<file path="src/rtl/chunked_subtractor_if.sv">
// Handshake bus for chunked_subtractor: operand request side and result response side.
interface chunked_subtractor_if #(
    parameter int WIDTH = 8
);
    logic             in_valid;
    logic             in_ready;
    logic [WIDTH-1:0] A;
    logic [WIDTH-1:0] B;
    logic             borrow_in;
    logic             out_valid;
    logic             out_ready;
    logic [WIDTH-1:0] diff;
    logic             borrow_out;
    logic             overflow;
    logic             zero;

    modport master (
        output in_valid, A, B, borrow_in, out_ready,
        input  in_ready, out_valid, diff, borrow_out, overflow, zero
    );

    modport slave (
        input  in_valid, A, B, borrow_in, out_ready,
        output in_ready, out_valid, diff, borrow_out, overflow, zero
    );
endinterface

</file>
<file path="src/rtl/chunked_subtractor.sv">
// Multi-cycle ripple-borrow subtractor: A - B - borrow_in, CHUNK bits per clock.
// The borrow between chunks is carried in a register, so the critical path is one CHUNK-bit ripple.
module chunked_sub_bit (
    input  logic a,
    input  logic b,
    input  logic bin,
    output logic d,
    output logic bout
);
    assign d    = a ^ b ^ bin;
    assign bout = (~a & b) | (~(a ^ b) & bin);
endmodule

module chunked_subtractor #(
    parameter int WIDTH = 8,
    parameter int CHUNK = 4
) (
    input  logic             clk,
    input  logic             rst,
    chunked_subtractor_if.slave bus
);
    localparam int N  = WIDTH / CHUNK;
    localparam int IW = (N > 1) ? $clog2(N) : 1;
    localparam logic [IW-1:0] LAST = IW'(N - 1);

    typedef enum logic [1:0] {IDLE, BUSY, DONE} state_t;

    state_t            state, state_nxt;
    logic              in_ready, out_valid, accept, release_res, last;
    logic [WIDTH-1:0]  a_r, b_r, diff_r, diff_nxt;
    logic [IW-1:0]     idx;
    logic              bw_r, bo_r, ov_r, z_r;
    logic [CHUNK-1:0]  a_c, b_c, d_c;
    logic [CHUNK:0]    bw;

    assign accept      = bus.in_valid && in_ready;
    assign release_res = out_valid && bus.out_ready;
    assign last        = (idx == LAST);

    // Current chunk through a CHUNK-bit ripple of full subtractors
    assign a_c   = a_r[idx*CHUNK +: CHUNK];
    assign b_c   = b_r[idx*CHUNK +: CHUNK];
    assign bw[0] = bw_r;

    for (genvar k = 0; k < CHUNK; k++) begin : g_bit
        chunked_sub_bit u_bit (
            .a    (a_c[k]),
            .b    (b_c[k]),
            .bin  (bw[k]),
            .d    (d_c[k]),
            .bout (bw[k+1])
        );
    end

    always_comb begin
        diff_nxt = diff_r;
        diff_nxt[idx*CHUNK +: CHUNK] = d_c;
    end

    always_ff @(posedge clk or posedge rst) begin
        if (rst) state <= IDLE;
        else     state <= state_nxt;
    end

    always_comb begin
        state_nxt = state;
        case (state)
            IDLE:    if (accept)      state_nxt = BUSY;
            BUSY:    if (last)        state_nxt = DONE;
            DONE:    if (release_res) state_nxt = IDLE;
            default:                  state_nxt = IDLE;
        endcase
    end

    always_comb begin
        in_ready  = (state == IDLE) && !rst;
        out_valid = (state == DONE);
    end

    always_ff @(posedge clk or posedge rst) begin
        if (rst) begin
            a_r    <= '0;
            b_r    <= '0;
            bw_r   <= 1'b0;
            idx    <= '0;
            diff_r <= '0;
            bo_r   <= 1'b0;
            ov_r   <= 1'b0;
            z_r    <= 1'b0;
        end else begin
            if (accept) begin
                a_r  <= bus.A;
                b_r  <= bus.B;
                bw_r <= bus.borrow_in;
                idx  <= '0;
            end
            if (state == BUSY) begin
                diff_r <= diff_nxt;
                bw_r   <= bw[CHUNK];
                idx    <= idx + 1'b1;
                // Flags only change on the final chunk so they stay stable through DONE
                if (last) begin
                    bo_r <= bw[CHUNK];
                    ov_r <= bw[CHUNK-1] ^ bw[CHUNK];
                    z_r  <= (diff_nxt == '0);
                end
            end
        end
    end

    assign bus.in_ready   = in_ready;
    assign bus.out_valid  = out_valid;
    assign bus.diff       = diff_r;
    assign bus.borrow_out = bo_r;
    assign bus.overflow   = ov_r;
    assign bus.zero       = z_r;
endmodule
</file>
<file path="src/flat_wrapper.sv">
// flat-port wrapper written by rule: the top's interface ports become plain ports
module chunked_subtractor_flat 
#(
    parameter int WIDTH = 8,
    parameter int CHUNK = 4
)
  (clk, rst, bus_in_valid, bus_A, bus_B, bus_borrow_in, bus_out_ready, bus_in_ready, bus_out_valid, bus_diff, bus_borrow_out, bus_overflow, bus_zero);
  chunked_subtractor_if #(.WIDTH(WIDTH)) bus_i ();
  input  logic clk;
  input  logic rst;
  input wire logic [$bits(bus_i.in_valid)-1:0] bus_in_valid;
  input wire logic [$bits(bus_i.A)-1:0] bus_A;
  input wire logic [$bits(bus_i.B)-1:0] bus_B;
  input wire logic [$bits(bus_i.borrow_in)-1:0] bus_borrow_in;
  input wire logic [$bits(bus_i.out_ready)-1:0] bus_out_ready;
  output wire logic [$bits(bus_i.in_ready)-1:0] bus_in_ready;
  output wire logic [$bits(bus_i.out_valid)-1:0] bus_out_valid;
  output wire logic [$bits(bus_i.diff)-1:0] bus_diff;
  output wire logic [$bits(bus_i.borrow_out)-1:0] bus_borrow_out;
  output wire logic [$bits(bus_i.overflow)-1:0] bus_overflow;
  output wire logic [$bits(bus_i.zero)-1:0] bus_zero;
  assign bus_i.in_valid = bus_in_valid;
  assign bus_i.A = bus_A;
  assign bus_i.B = bus_B;
  assign bus_i.borrow_in = bus_borrow_in;
  assign bus_i.out_ready = bus_out_ready;
  assign bus_in_ready = bus_i.in_ready;
  assign bus_out_valid = bus_i.out_valid;
  assign bus_diff = bus_i.diff;
  assign bus_borrow_out = bus_i.borrow_out;
  assign bus_overflow = bus_i.overflow;
  assign bus_zero = bus_i.zero;
  chunked_subtractor #(.WIDTH(WIDTH), .CHUNK(CHUNK)) u_core (.clk(clk), .rst(rst), .bus(bus_i));
endmodule
</file>
<file path="config.mk">
export PLATFORM = sky130hd
export DESIGN_NAME = chunked_subtractor_flat
export DESIGN_NICKNAME = d
export VERILOG_FILES = /design/src/rtl/chunked_subtractor_if.sv /design/src/rtl/chunked_subtractor.sv /design/src/flat_wrapper.sv
export SDC_FILE = /design/constraint.sdc
export NUM_CORES = 1
export LEC_CHECK = 0
export CAP_MARGIN = 40
export CORE_MARGIN = 10
export CORE_UTILIZATION = 55
export CTS_BUF_LIST = sky130_fd_sc_hd__clkbuf_4
export CTS_CLUSTER_DIAMETER = 80
export DETAILED_ROUTE_END_ITERATION = 12
export PLACE_DENSITY = 0.86
export SLEW_MARGIN = 20
export SYNTH_ARGS = -nofsm -noshare
export SYNTH_HDL_FRONTEND = slang
export SYNTH_HIERARCHICAL = 1
export SYNTH_SLANG_ARGS = --single-unit
</file>
<file path="constraint.sdc">
create_clock -name clk -period 10.5 [get_ports clk]
set_clock_uncertainty 0.05 [all_clocks]
set_input_delay 2.1 -clock clk [delete_from_list [all_inputs] [get_ports clk]]
set_output_delay 2.1 -clock clk [all_outputs]
set_load 0.1 [all_outputs]
</file>
# [After elaboration in Yosys (flattened, before gate mapping)]
# Cells that the tools add are included.
[totals] reg_bits=31 latchBits=0 ram_bits=0 romBits=0 input_bits=21 output_inout_bits=13 word_cells=67 n_memories=0
[op_classes] n_addsub=2 n_mul=0 n_div=0 order_cmp=0 eq_ne=5 shift=4 mux=9 bitwise_logic=29 n_reduce_logical=9
[ops] cell="negation 3 -> 34 bit" n=1
[ops] cell="variable shift 4 x 34 -> 8 bit (first input constant)" n=1
[ops] cell="variable part select 4 x 34 -> 8 bit" n=1
[ops] cell="variable part select 8 x 4 -> 4 bit" n=2
[ops] cell="XOR 1 bit" n=9
[ops] cell="bitwise AND 1 bit" n=8
[ops] cell="bitwise mux 8 bit" n=1
[ops] cell="zero test 8 bit" n=1
[ops] cell="inverter 1 bit" n=8
[ops] cell="2-to-1 mux 2 bit" n=3
[ops] cell="one-hot mux 2 bit (3 select lines)" n=1
[ops] cell="2-to-1 mux 1 bit" n=4
[ops] cell="inequality test 2 x 1 -> 1 bit (second input constant)" n=2
[ops] cell="OR 1 bit" n=4
[ops] cell="logical AND 1 bit" n=3
[ops] cell="AND reduction 3 bit" n=1
[ops] cell="equality test 2 x 1 -> 1 bit (second input constant)" n=1
[ops] cell="equality test 2 bit (second input constant)" n=1
[ops] cell="zero test 2 bit" n=1
[ops] cell="inequality test 2 bit (second input constant)" n=1
[ops] cell="AND reduction 2 bit" n=1
[ops] cell="nonzero test 2 bit" n=1
[ops] cell="adder 1 bit (second input constant)" n=1
[ops] cell="zero test 1 bit" n=1

# [Longest topological paths before layout]
# Gate-level depths: netlist of the first run.
[depth] word_depth=13 mapped_depth=16 mapped_depth_nobuf=15

# [Hierarchy]
# Netlist of the first run, hierarchy kept.
[by_module_without_submodules] mod="chunked_subtractor" n_inst=1 cells_per_inst=90 area_each_um2=1373.8 seq_area_each_um2=775.7
[by_module_without_submodules] mod="chunked_sub_bit" n_inst=4 cells_per_inst=4 area_each_um2=31.3 seq_area_each_um2=0.0

# [Least setup slack after synthesis of the first run]
# OpenSTA, ideal clock, no wires.
[synth_path] path_kind="input -> output" startpoint="input port rst" endpoint="output port bus_in_ready" arrival_time_ns=4.127 t_required_ns=8.350 slack_ns=4.223 cell_stages=1 path_buffers=0 path_cell_list="nor3_1"
[synth_via] elab_chain_cells=2
[synth_rtl] element="from (decl)" line="flat_wrapper.sv:10" rtl="input logic rst;"
[synth_rtl] element="zero test 1 bit (no line)"
[synth_rtl] element="logical AND 1 bit" line="chunked_subtractor.sv:76" rtl="in_ready = (state == IDLE) && !rst;"
[synth_rtl] element="to (decl)" line="flat_wrapper.sv:16" rtl="output wire logic [$bits(bus_i.in_ready)-1:0] bus_in_ready;"
# Every way passes these cells.

# [Worst setup path in the final report of the first run]
# Ends and elaborated chain as after synthesis.

==> flow_summary.json, run 1 <==
{
  "outcome": "finished clean",
  "drt-wirelength-per-cell_um": 16.5,
  "place.gp.congestion": 0.776,
  "dieHeight_um": 72.2,
  "grt_max_degree": 20,
  "crit_type": "in -> out",
  "cts_tree": "done",
  "syn_area_um2": 1500,
  "port_buffers": 33,
  "fin_nets": 183,
  "via_count": 981,
  "grt_pass1_vias": 1089,
  "crit_slowest_cell": "clkdlybuf4s50_1",
  "slowest_delay_ns": 0.54,
  "setup_viol": 0,
  "start_util_pct": 58.9,
  "grt_usage_pct": 13.0,
  "synth-seq-cells": 31,
  "slew_headroom_pct": 50.7,
  "dieWidth_um": 72.2,
  "drt_iter0_markers": 50,
  "insertion_delay_ns": 0.33,
  "grt.met2_usage_pct": 22.2,
  "cp.arrival_ns": 3.49,
  "cts_resized": 0,
  "tightest_slew_ns": 0.739,
  "drive_above_1_share_pct": 36.9,
  "antenna_found_initial": 0,
  "synth.avg_cell_area_um2": 14.1,
  "post-route-util_pct": 82.8,
  "synth_top_area_cell": "dfrtp_1",
  "drt-pass1-iter-count": 4,
  "coreArea_um2": 2540,
  "clk_pin_slew_worst_paths_ns": 0.08,
  "grtUsageMet3_pct": 6.53,
  "yosysWarnings": 6,
  "cts_made_buffers": 5,
  "use_met1_pct": 13.4,
  "grt_pass1_wl_um": 5280,
  "clock-root-buffer": "clkbuf_4",
  "die_area_um2": 5210,
  "overflow": 0,
  "postCtsSetupRepairBufs": 0,
  "fin_tns_setup_ns": 0,
  "crit_required_ns": 8.35,
  "num_rows": 18,
  "start_kind": "input port",
  "cts.path.max_buffers": 2,
  "synth_cell_types": 23,
  "wl_um": 3080,
  "hold_violations": 0,
  "clock-sinks": 31,
  "fin_crit_ns": 5.64,
  "ctsHtreeMaxLevel": 2,
  "syn-num-nets": 131,
  "cp-end-kind": "output pin",
  "path_cells": "clkdlybuf4s50_1 > nor3_1 > clkdlybuf4s50_1 > buf_8",
  "drv_cap": 0,
  "crit_top_cell": "clkdlybuf4s50_1",
  "postPlaceCellArea_um2": 2060,
  "cp_max_fo": 3,
  "n_antenna_cell": 0,
  "busiest_layer": "met2",
  "hold_buffers": 0,
  "final.period_utilization_pct": 53.7,
  "final-max-slew-violation-count": 0,
  "io_pins": 34,
  "drc_errors": 0,
  "vias_per_cell": 5.25,
  "rsz0062_at_grt": "no",
  "syn_inst": 106,
  "ys_seq_area_share_pct": 51.8,
  "dp_hpwl_um": 2500,
  "syn2layout_area_growth_pct": 40.6,
  "design_area_um2": 2110,
  "min_path_type": "reg -> reg",
  "drtAntennaViolNets": 0,
  "max_freq_mhz": 177,
  "netlist_top_cells_area": "dfrtp_1 (52%), mux2_2 (18%), mux2_4 (9.0%)",
  "synth_top_area_share_pct": 51.8
}
[cell usage in the layout, fill, tap and decap left out, types with 2 or more instances in the layout]
cell,synthesis,routed
nand2_1,3,3
o21ai_0,3,3
inv_1,14,14
buf_8,0,15
clkdlybuf4s50_1,0,33
fa_1,4,4
mux2_2,24,24
dfrtp_1,31,31
clkbuf_4,0,6
nor4_1,2,2
mux2_4,9,9
[sequential cells by signal, summed over array words and instances, names as in the netlist]
signal	cells
u_core/a_r	8
u_core/b_r	8
u_core/bus.borrow_out	1
u_core/bus.diff	8
u_core/bus.overflow	1
u_core/bus.zero	1
u_core/bw_r	1
u_core/idx	1
u_core/state	2
[cells in the mapped netlist, drive strengths merged]
cell type	n
a21o	1
a22oi	1
buf	3
dfrtp	31
fa	4
inv	14
mux2	33
nand2	3
nand2b	1
nand3b	1
nor2b	2
nor3	1
nor3b	2
nor4	2
o21ai	3
o21bai	1
o2bb2ai	1
or2	1
xnor2	1
[metrics by stage]
stage          std cells  setup WS, ns  hold WS (ns)
2_1_floorplan        106          4.22         0.406
3_3_place_gp         166          4.47         0.410
3_5_place_dp         181          4.86         0.431
4_1_cts              187          4.86         0.452
5_1_grt              187          4.76         0.483
6_report             187          4.86         0.446
[logic make-up (layout without fill, tap and decap cells)]
family                     Yosys count  count (layout)  share of synthesized area, %
AOI/OAI and AO/OA                    7               7                          3.09
xor gates and xnor gates             1               1                         0.584
adders and majority gates            4               4                          5.34
buffers and inverters               17              68                          5.51
DFF                                 31              31                          51.8
muxes                               33              33                          27.0
and+or+nand+nor                     13              13                          6.68
[metal layers]
layer / routed length [um] / vias to the layer above / part of all wire (%)
li1: - / 458 / -
met1: 1210 / 486 / 39
met2: 1580 / 30 / 51
met3: 232 / 7 / 7.5
met4: 53 / 0 / 1.7
met5: 0 / - / 0
[path summary, 6_finish.rpt]
kind,from,endpoint,slack (ns),depth (start not counted)
min in group asynchronous,rst,u_core/b_r[7],2.26,2
worst max register to register,u_core/idx,u_core/bus.zero,6.79,14
max in group asynchronous,rst,u_core/a_r[4],7.59,3
worst min-delay path,u_core/bus.zero,u_core/bus.zero,0.45,2
worst max-delay path,rst,bus_in_ready,4.86,4
worst min register to register,u_core/bus.zero,u_core/bus.zero,0.45,2
[critical path, delay by kind of cell]
kind | cells | cell delay (ns)
buffers and inverters | 3 | 1.22
AND/OR/NAND/NOR | 1 | 0.17
[layout make-up]
cell class	count	area [um^2]
inverter	14	52.6
timing repair buffer	48	556
sequential	31	776
fill	135	438
multi-input combinational	58	641
clock buffer	6	45.0
tap	30	37.5
Power of run 1 is left out: the tool's default activity adds up to more than one toggle a clock period on the data nets, which glitch-free logic cannot reach.
==> run 2, diff against run 1 <==
--- a/config.mk
+++ b/config.mk
@@ -7,11 +7,11 @@
 export LEC_CHECK = 0
 export CAP_MARGIN = 40
 export CORE_MARGIN = 10
-export CORE_UTILIZATION = 55
+export CORE_UTILIZATION = 51
 export CTS_BUF_LIST = sky130_fd_sc_hd__clkbuf_4
 export CTS_CLUSTER_DIAMETER = 80
 export DETAILED_ROUTE_END_ITERATION = 12
-export PLACE_DENSITY = 0.86
+export PLACE_DENSITY = 0.81
 export SLEW_MARGIN = 20
 export SYNTH_ARGS = -nofsm -noshare
 export SYNTH_HDL_FRONTEND = slang
==> constraint.sdc (replaced) <==
create_clock -name clk -period 5.4 [get_ports clk]
set_clock_uncertainty 0.05 [all_clocks]
set_input_delay 1.08 -clock clk [delete_from_list [all_inputs] [get_ports clk]]
set_output_delay 1.08 -clock clk [all_outputs]
set_load 0.1 [all_outputs]
==> flow_summary.json, run 2 (synthesis gave the netlist of run 1 again) <==
{
  "vias_per_cell": 5.23,
  "start_kind": "register",
  "cts.path.max_buffers": 2,
  "fin_tns_setup_ns": 0,
  "path_cells": "mux2_2 > fa_1 > inv_1 > inv_1 > fa_1 > inv_1 > inv_1 > fa_1 > inv_1 > inv_1 > fa_1 > nor4_1 > nand2_1 > o21ai_0",
  "r2r-end": "u_core/bus.zero",
  "crit_type": "reg -> reg",
  "setup_viol": 0,
  "startpoint": "u_core/idx",
  "final.period_utilization_pct": 69.8,
  "via_count": 999,
  "overflow": 0,
  "slowest_delay_ns": 0.65,
  "fillers": 184,
  "drv_cap": 0,
  "slew_headroom_pct": 65.9,
  "die_area_um2": 5510,
  "min_path_type": "reg -> reg",
  "drt_iter0_markers": 71,
  "tightest_slew_ns": 0.510,
  "postCtsSetupRepairBufs": 0,
  "rsz0062_at_grt": "no",
  "drt-pass1-iter-count": 5,
  "drc_errors": 0,
  "crit_required_ns": 5.59,
  "grt_pass1_wl_um": 5450,
  "crit_slowest_cell": "dfrtp_1",
  "cts_tree": "done",
  "n_antenna_cell": 0,
  "fin_crit_ns": 3.77,
  "outcome": "finished clean",
  "grt_max_degree": 12,
  "cp_max_fo": 11,
  "antenna_found_initial": 0,
  "cp-end-kind": "register",
  "fin_nets": 184,
  "start_util_pct": 53.9,
  "drive_above_1_share_pct": 36.9,
  "coreArea_um2": 2780,
  "cts_resized": 0,
  "ctsHtreeMaxLevel": 2,
  "hold_buffers": 0,
  "instances_no_fill": 191,
  "clock-sinks": 31,
  "crit_top_cell": "inv_1",
  "drtAntennaViolNets": 0,
  "hold_violations": 0,
  "final-max-slew-violation-count": 0,
  "dieWidth_um": 74.2,
  "dp_hpwl_um": 2610,
  "cp.arrival_ns": 3.96,
  "io_pins": 34,
  "final_cell_mix": "clkdlybuf4s50_1 (33), dfrtp_1 (31), mux2_2 (24)",
  "cts_made_buffers": 5,
  "reg2regPathDepth": 14,
  "grt_pass1_vias": 1066,
  "worstReg2RegStart": "u_core/idx",
  "worstHoldStart": "u_core/bw_r",
  "drt-wirelength-per-cell_um": 17.0,
  "max_freq_mhz": 265,
  "insertion_delay_ns": 0.32,
  "clk_pin_slew_worst_paths_ns": 0.09,
  "grt_usage_pct": 13.1,
  "place_inst": 183,
  "wl_um": 3250,
  "final_common_cell": "clkdlybuf4s50_1",
  "endpoint": "u_core/bus.zero",
  "clock-root-buffer": "clkbuf_4",
  "num_rows": 19,
  "place.gp.congestion": 0.746,
  "port_buffers": 33,
  "syn2layout_area_growth_pct": 41.7,
  "dieHeight_um": 74.2,
  "r2r_slack_ns": 1.63
}
-- run 2: worst min-delay path by stage --
| stage | to | slack (ns) | cells past startpoint |
|---|---|---|---|
| global placement | u_core/bus.overflow | 0.42 | 2 |
| global route | u_core/bw_r | 0.48 | 1 |
| floorplan | u_core/bw_r | 0.41 | 1 |
| finish | u_core/bw_r | 0.45 | 1 |
| CTS | u_core/bw_r | 0.45 | 1 |
| detailed placement | u_core/bw_r | 0.43 | 1 |
-- run 2: final cells by class --
type	instances	area [um^2]	share of cell area, %
clock buffers	6	45.0	2.12
clock inverters	2	7.51	0.354
inverters	14	52.6	2.47
multi-input cells	58	641	30.2
flip-flops and latches	31	776	36.5
well taps	31	38.8	1.83
repair buffers	49	563	26.5
-- run 2: per-layer routing --
layer / vias up / wire, um / GRT usage, % / share of wire [%]
li1: 460 / - / - / -
met1: 500 / 1250 / 14.8 / 38
met2: 30 / 1700 / 21.6 / 52
met3: 9 / 207 / 4.26 / 6.4
met4: 0 / 97 / 7.11 / 3.0
met5: - / 0 / 0 / 0
-- run 2: critical path, delay by kind of cell (launching register included) --
kind / cells / cell delay (ns)
buf+inv: 6 / 0.37
compound gates: 1 / 0.17
mux: 1 / 0.41
flops: 1 / 0.65
simple gates: 2 / 0.41
fa+ha+maj: 4 / 1.62
-- run 2: per-stage QoR --
step | hold WS (ns) | worst slack [ns] | util [%] | cell area, um^2
2_1_floorplan | 0.406 | 1.16 | - | 1500
3_3_place_gp | 0.415 | 1.41 | 66.1 | 1840
3_5_place_dp | 0.431 | 1.70 | 74.4 | 2070
4_1_cts | 0.452 | 1.68 | 76.3 | 2120
5_1_grt | 0.477 | 1.43 | 76.3 | 2120
6_report | 0.447 | 1.63 | 76.3 | 2120
Power of run 2 is left out for the same reason.
